File: src/rtl/cfi_pkg.sv
// Shared CFI log types and constants for the CFI log queue.
// Used by cfi_log_queue and cfi_log_compact.
package cfi_pkg;

  localparam int unsigned CFI_DROP_CNT_W = 16;

  typedef enum logic [1:0] {
    CfiJump   = 2'd0,
    CfiCall   = 2'd1,
    CfiRet    = 2'd2,
    CfiBranch = 2'd3
  } cfi_kind_e;

  typedef struct packed {
    cfi_kind_e   kind;
    logic [31:0] addr_pc;
    logic [31:0] addr_target;
  } cfi_log_t;

endpackage

File: src/rtl/cfi_log_compact.sv
// Compaction of per-port push requests: the lowest-indexed requests that fit in the free
// space are accepted and each gets a slot offset counted over lower-indexed requests.
module cfi_log_compact
  import cfi_pkg::*;
#(
  parameter int unsigned NR_COMMIT_PORTS = 2,
  parameter int unsigned DEPTH           = 8
) (
  input  logic [NR_COMMIT_PORTS-1:0]                     cfi_i,
  input  logic [$clog2(DEPTH):0]                         free_i,
  output logic [NR_COMMIT_PORTS-1:0]                     accept_o,
  output logic [NR_COMMIT_PORTS-1:0][$clog2(DEPTH)-1:0]  offset_o
);

  localparam int unsigned CNT_W = $clog2(DEPTH) + 1;
  localparam int unsigned PTR_W = $clog2(DEPTH);

  logic [CNT_W-1:0] w_run;

  always_comb begin
    w_run    = '0;
    accept_o = '0;
    offset_o = '0;
    for (int i = 0; i < NR_COMMIT_PORTS; i++) begin
      // offset only matters for requesting ports; accepted ones are always below free_i
      offset_o[i] = PTR_W'(w_run);
      accept_o[i] = cfi_i[i] && (w_run < free_i);
      w_run       = w_run + CNT_W'(cfi_i[i]);
    end
  end

endmodule

File: src/rtl/cfi_log_queue.sv
// Multi-port CFI log FIFO with drop accounting (sticky overflow, saturating drop count).
// Optional CFI_QUEUE_STALL_EN drives stall_o when free space is below NR_COMMIT_PORTS.
module cfi_log_queue
  import cfi_pkg::*;
#(
  parameter int unsigned NR_COMMIT_PORTS = 2,
  parameter int unsigned DEPTH           = 8
) (
  input  logic                          clk_i,
  input  logic                          rst_i,
  input  cfi_log_t [NR_COMMIT_PORTS-1:0] log_i,
  input  logic [NR_COMMIT_PORTS-1:0]    cfi_i,
  output logic                          stall_o,
  output cfi_log_t                      log_o,
  output logic                          valid_o,
  input  logic                          ready_i,
  output logic [$clog2(DEPTH):0]        count_o,
  input  logic                          clear_i,
  output logic                          overflow_o,
  output logic [CFI_DROP_CNT_W-1:0]     drop_cnt_o
);

  localparam int unsigned CNT_W = $clog2(DEPTH) + 1;
  localparam int unsigned PTR_W = $clog2(DEPTH);
  localparam int unsigned SUM_W = CFI_DROP_CNT_W + 1;

  cfi_log_t                     r_mem [DEPTH];
  logic [PTR_W-1:0]             r_wptr, r_rptr;
  logic [CNT_W-1:0]             r_count;
  logic                         r_overflow;
  logic [CFI_DROP_CNT_W-1:0]    r_drop_cnt;

  logic [CNT_W-1:0]             w_free, w_n_req, w_n_acc, w_n_drop;
  logic [NR_COMMIT_PORTS-1:0]   w_accept;
  logic [NR_COMMIT_PORTS-1:0][PTR_W-1:0] w_offset, w_slot;
  logic                         w_pop;
  logic [SUM_W-1:0]             w_drop_sum;

  // Free space comes from the registered count only; a same-cycle pop frees nothing.
  assign w_free = CNT_W'(DEPTH) - r_count;

  cfi_log_compact #(
    .NR_COMMIT_PORTS (NR_COMMIT_PORTS),
    .DEPTH           (DEPTH)
  ) u_compact (
    .cfi_i    (cfi_i),
    .free_i   (w_free),
    .accept_o (w_accept),
    .offset_o (w_offset)
  );

  always_comb begin
    w_n_req = '0;
    w_n_acc = '0;
    w_slot  = '0;
    for (int i = 0; i < NR_COMMIT_PORTS; i++) begin
      w_n_req   = w_n_req + CNT_W'(cfi_i[i]);
      w_n_acc   = w_n_acc + CNT_W'(w_accept[i]);
      w_slot[i] = r_wptr + w_offset[i];
    end
  end

  assign w_n_drop   = w_n_req - w_n_acc;
  assign w_drop_sum = {1'b0, r_drop_cnt} + SUM_W'(w_n_drop);
  assign valid_o    = (r_count != '0);
  assign w_pop      = valid_o & ready_i;
  assign log_o      = valid_o ? r_mem[r_rptr] : '0;
  assign count_o    = r_count;
  assign overflow_o = r_overflow;
  assign drop_cnt_o = r_drop_cnt;

`ifdef CFI_QUEUE_STALL_EN
  assign stall_o = (w_free < CNT_W'(NR_COMMIT_PORTS));
`else
  assign stall_o = 1'b0;
`endif

  always_ff @(posedge clk_i) begin
    if (!rst_i) begin
      for (int i = 0; i < NR_COMMIT_PORTS; i++) begin
        if (w_accept[i]) r_mem[w_slot[i]] <= log_i[i];
      end
    end
  end

  always_ff @(posedge clk_i) begin
    if (rst_i) begin
      r_wptr     <= '0;
      r_rptr     <= '0;
      r_count    <= '0;
      r_overflow <= 1'b0;
      r_drop_cnt <= '0;
    end else begin
      r_wptr  <= r_wptr + PTR_W'(w_n_acc);
      r_rptr  <= r_rptr + PTR_W'(w_pop);
      r_count <= r_count + w_n_acc - CNT_W'(w_pop);
      if (clear_i) begin
        r_overflow <= 1'b0;
        r_drop_cnt <= '0;
      end else if (w_n_drop != '0) begin
        r_overflow <= 1'b1;
        r_drop_cnt <= w_drop_sum[SUM_W-1] ? '1 : w_drop_sum[CFI_DROP_CNT_W-1:0];
      end
    end
  end

endmodule
File: config.mk
export PLATFORM = sky130hd
export DESIGN_NAME = cfi_log_queue
export DESIGN_NICKNAME = d
export VERILOG_FILES = /design/src/rtl/cfi_pkg.sv /design/src/rtl/cfi_log_compact.sv /design/src/rtl/cfi_log_queue.sv
export SDC_FILE = /design/constraint.sdc
export NUM_CORES = 1
export LEC_CHECK = 0
export BUFFER_PORTS_ARGS = -buffer_cell sky130_fd_sc_hd__buf_2
export CORE_MARGIN = 2
export CORE_UTILIZATION = 50
export DETAILED_ROUTE_END_ITERATION = 8
export HOLD_SLACK_MARGIN = 0.02
export PLACE_DENSITY = 0.68
export SLEW_MARGIN = 20
export SYNTH_ARGS = -nofsm -noshare
export SYNTH_HDL_FRONTEND = slang
export SYNTH_SLANG_ARGS = --single-unit
File: constraint.sdc
create_clock -name clk_i -period 20.6 [get_ports clk_i]
set_clock_uncertainty 0.15 [all_clocks]
set_input_delay 4.12 -clock clk_i [delete_from_list [all_inputs] [get_ports clk_i]]
set_output_delay 4.12 -clock clk_i [all_outputs]
set_load 0.01 [all_outputs]
# After elaboration in Yosys (flattened, before gate mapping)
# Memory sizes are Yosys's and may differ from the RTL's. A register that Yosys moved wholly into a read port is not among the register bits.
# Cells that the tools add are included.
word_totals:
  regBits: 27
  mem_bits_rw: 528
  input_bits: 138
  word_cells: 33
  memories: 1
mem_list:
  columns: ["memory", "words", "word_bits", "rd", "rd_clocked_by_memory_dff", "write_ports", "line_no", "text"]
  rows:
  - ["r_mem", 8, 66, 1, 1, 2, "cfi_log_queue.sv:27", "cfi_log_t r_mem [DEPTH];"]
op_classes:
  n_addsub: 10
  n_lt_le_gt_ge: 2
  mux: 9
  bitwise: 1
  n_reduce_logical: 5
ops:
  columns: ["operator", "n"]
  rows:
  - ["66-bit 2-to-1 mux", 1]
  - ["16-bit by 4-bit adder with 17-bit output", 1]
  - ["16-bit 2-to-1 mux", 1]
  - ["4-bit nonzero test", 2]
  - ["3-bit by 1-bit adder with 3-bit output", 2]
  - ["1-bit 2-to-1 mux", 6]
  - ["1-bit by 1-bit adder with 2-bit output", 2]
  - ["4-bit by 2-bit adder with 4-bit output", 1]
  - ["1-bit by 4-bit less-than comparator with 1-bit output", 1]
  - ["1-bit by 4-bit less-than comparator with 1-bit output (first input constant)", 1]
  - ["4-bit by 1-bit subtractor with 4-bit output", 1]
  - ["4-bit by 2-bit subtractor with 4-bit output", 1]
  - ["4-bit subtractor (first input constant)", 1]
  - ["3-bit by 2-bit adder with 3-bit output", 1]
  - ["3-bit 2-to-1 mux", 1]
  - ["1-bit logical AND", 2]
  - ["2-bit OR reduction", 1]
  - ["1-bit bitwise AND", 1]

# Logic depth before layout (Yosys ltp)
logic_depth:
  word_depth: 7
  mapped_depth: 18

# By module
# From an unflattened synthesis, not the netlist that was laid out.
unflattened:
  hier_cells: 1653
  hier_area_um2: 28498.6
modules_own_cells:
  columns: ["module", "instances", "cells_each", "area_per_inst_um2"]
  rows:
  - ["cfi_log_queue", 1, 1643, 28421.0]
  - ["cfi_log_compact", 1, 10, 77.6]

# Least setup slack after synthesis
# Ideal clock, no wire load.
synth_timing:
  kind: "in2reg"
  startpoint: "in rst_i"
  endpoint: "mem r_mem[4][0] (netlist name), enable pin"
  setup_time_ns: 0.670
  arrival_ns: 11.177
  required_time_ns: 19.780
  setup_slack_ns: 8.602
  cell_stages: 3
  path_cell_list: "clkbuf_1 -> nand2b_1 -> o41ai_1"
synth_rtl:
  columns: ["element", "line_no", "text"]
  rows:
  - ["start: declaration", "cfi_log_queue.sv:10", "input logic rst_i,"]
  - ["end: declaration", "cfi_log_queue.sv:27", null]

==> results.json <==
{
  "cp_max_fo": 41,
  "clk_latency_ns": 0.62,
  "yosys_warnings": 0,
  "hold_class": "reg2reg",
  "synthTopCellsByCount": "edfxtp_1, mux2_2, mux2_4, mux4_2, nor2_1",
  "hold_buffers": 0,
  "cts_tree": "yes",
  "place_congestion": 0.7502,
  "synth_seq_cells": 555,
  "grtUsageTotal_pct": 23.59,
  "hold_ws_ns": 0.3268,
  "drcViolationCount": 0,
  "initial_core_util_pct": 50.48,
  "grt_pass1_vias": 16500,
  "ys_top_cells_by_area": "edfxtp_1, mux2_4, mux2_2, mux4_2, mux2i_1",
  "io_buffers": 225,
  "crit_top_cell": "buf_4",
  "ys_seq_area_share_pct": 56.40,
  "synth_cell_type_count": 47,
  "grt_start_max_net_pins": 68,
  "wl_per_cell_um": 26.63,
  "dr.pass1.iters": 5,
  "cts_inserted_buffers": 60,
  "grt_setup_unrepaired": "no",
  "path_buf_inv": 3,
  "tightest_slew_ns": 1.063,
  "multiInputGateArea_mm2": 0.01206,
  "layout_min_cycle_time_ns": 8.240,
  "reg2reg_slack_ns": 15.56,
  "die_area_mm2": 0.06009,
  "wl_um": 70970,
  "status": "complete, no violations",
  "fmax_mhz": 121.4,
  "drtAntennaViolNets": 0,
  "critical_path_class": "reg2out",
  "critPathMaxStageDelay_ns": 0.75,
  "hpwl_um": 39380,
  "first_iter_violations": 952,
  "clock_path_buffers": 3,
  "cts_resized": 0,
  "p_leak_nw": 12.06,
  "grt_pass1_wl_um": 105200,
  "synth_edf_count": 528,
  "vias_per_cell": 5.927,
  "yosysTopAreaCellShare_pct": 54.54,
  "overflow": 0,
  "fp-row-count": 88,
  "synth_flop_cell": "edfxtp_1",
  "setup_viol": 0,
  "synthMostInstantiatedCell": "edfxtp_1",
  "fin_nets": 2009,
  "die_w_um": 245.1,
  "cp_cell_sequence": "buf_4, buf_4, mux4_2, mux2i_1, nor2_1, buf_2",
  "period_share_pct": 40.00,
  "vdd.ir_drop.worst_mv": 0.07155,
  "drive_gt1_share_pct": 54.05,
  "crit_arrival_ns": 3.97,
  "end_kind": "primary output",
  "async_flop_share_pct": 0,
  "cp_slowest_cell": "buf_4",
  "yosys.area.top_type": "edfxtp_1",
  "drv_slew": 0,
  "fin_setup_tns_ns": 0,
  "clockRootBuffer": "clkbuf_16",
  "cp.required_ns": 16.33,
  "core_area_mm2": 0.05759,
  "htreeDepth": 2,
  "syn-instance-count": 1638,
  "io_pins": 227,
  "regArea_mm2": 0.01641,
  "crit_path_start_kind": "flop",
  "synth_area_mm2": 0.02907,
  "slew-limit-headroom_pct": 29.14,
  "path_delay_family": "buffers and inverters",
  "fillers": 4481,
  "synth.avg_cell_area_um2": 17.75,
  "die_h_um": 245.1,
  "antenna_found_initial": 23,
  "clock_sinks": 555,
  "num_vias": 15800,
  "cts_setup_buffers": 0,
  "syn_to_final_growth_pct": 12.86,
  "final-hold-violation-count": 0,
  "p_per_area_mw_per_mm2": 112.1,
  "cap_violations": 0,
  "syn-num-nets": 1799,
  "clk_pin_slew_worst_paths_ns": 0.06
}
final cells by class:
type	count	share of cell area [%]
inverters	23	0.2631
clock inverters	32	1.117
diodes	9	0.06864
repair buffers	256	4.141
multi-input cells	952	36.76
clock buffers	73	4.725
flip-flops and latches	555	50.01
well taps	765	2.917
routing by layer:
layer	vias to the layer above	track usage [%]	wire [um]
met1	8240	30.79	29400
met3	127	4.767	4259
li1	6972	-	-
met4	26	6.420	1627
met2	431	40.15	35540
met5	-	0	140
cells by family after synthesis:
| logic type | Yosys count | synth area share [%] |
|---|---|---|
| AO/OA/AOI/OAI | 41 | 1.011 |
| XOR/XNOR | 15 | 0.4519 |
| adder cells (fa/ha/maj) | 23 | 1.093 |
| buffers and inverters | 131 | 2.608 |
| flip-flops | 555 | 56.40 |
| multiplexers | 729 | 36.05 |
| other | 1 | 0.01290 |
| AND/OR/NAND/NOR | 143 | 2.367 |
final timing paths:
path                                              start                          end  cells after the start
worst min register to register  overflow_o$_SDFFE_PP0P_      overflow_o$_SDFFE_PP0P_                      2
worst max register to register    count_o[0]$_SDFF_PP0_  drop_cnt_o[10]$_SDFFE_PP0P_                     17
worst min-delay path            overflow_o$_SDFFE_PP0P_      overflow_o$_SDFFE_PP0P_                      2
worst max-delay path               r_rptr[0]$_SDFF_PP0_                    log_o[12]                      6
worst min-delay path, stage by stage, from the launching register on:
cell and delay, ns:
dfxtp_1 0.33, nor2_1 0.05, nor2_1 0.07
metrics by stage:
| step | setup WS [ns] | std cells | power (mW) | util (%) | cell area [um^2] |
|---|---|---|---|---|---|
| after floorplan | 8.602 | 1638 | 2.279 | - | 29070 |
| after global placement | 12.48 | 2551 | 2.623 | 53.61 | 30870 |
| after detailed placement | 12.33 | 2551 | 2.644 | 53.61 | 30870 |
| after CTS | 12.25 | 2656 | 3.720 | 56.94 | 32790 |
| after global routing | 12.05 | 2663 | 3.845 | 56.97 | 32810 |
| final | 12.36 | 2665 | 3.679 | 56.98 | 32810 |
layout by cell type (no fill, tap or decap), types with 12 or more instances in the layout:
cell type  Yosys  routed
xor2_1        12      12
ha_1          19      19
inv_1         23      23
mux2_4       232     232
buf_2         42     225
dfxtp_1       27      24
mux2i_1       68      68
edfxtp_1     528     528
clkbuf_16      0      60
buf_4          9      31
clkinv_1       0      14
nor2_1        86      86
mux2_2       297     297
a21oi_1       14      14
mux4_2       132     132
clkbuf_1      29      13
registers in the layout, indices dropped and copies added, names as in the netlist:
signal      cells
r_wptr          3
drop_cnt_o     16
overflow_o      1
r_mem         528
r_rptr          3
count_o         4
power by group:
group / switching [mW] / internal [mW]
clock: 0.444 / 0.630
sequential: 0.0553 / 1.40
combinational: 0.631 / 0.515
total: 1.13 / 2.55
No activity file was read; power rests on OpenSTA's default activity.
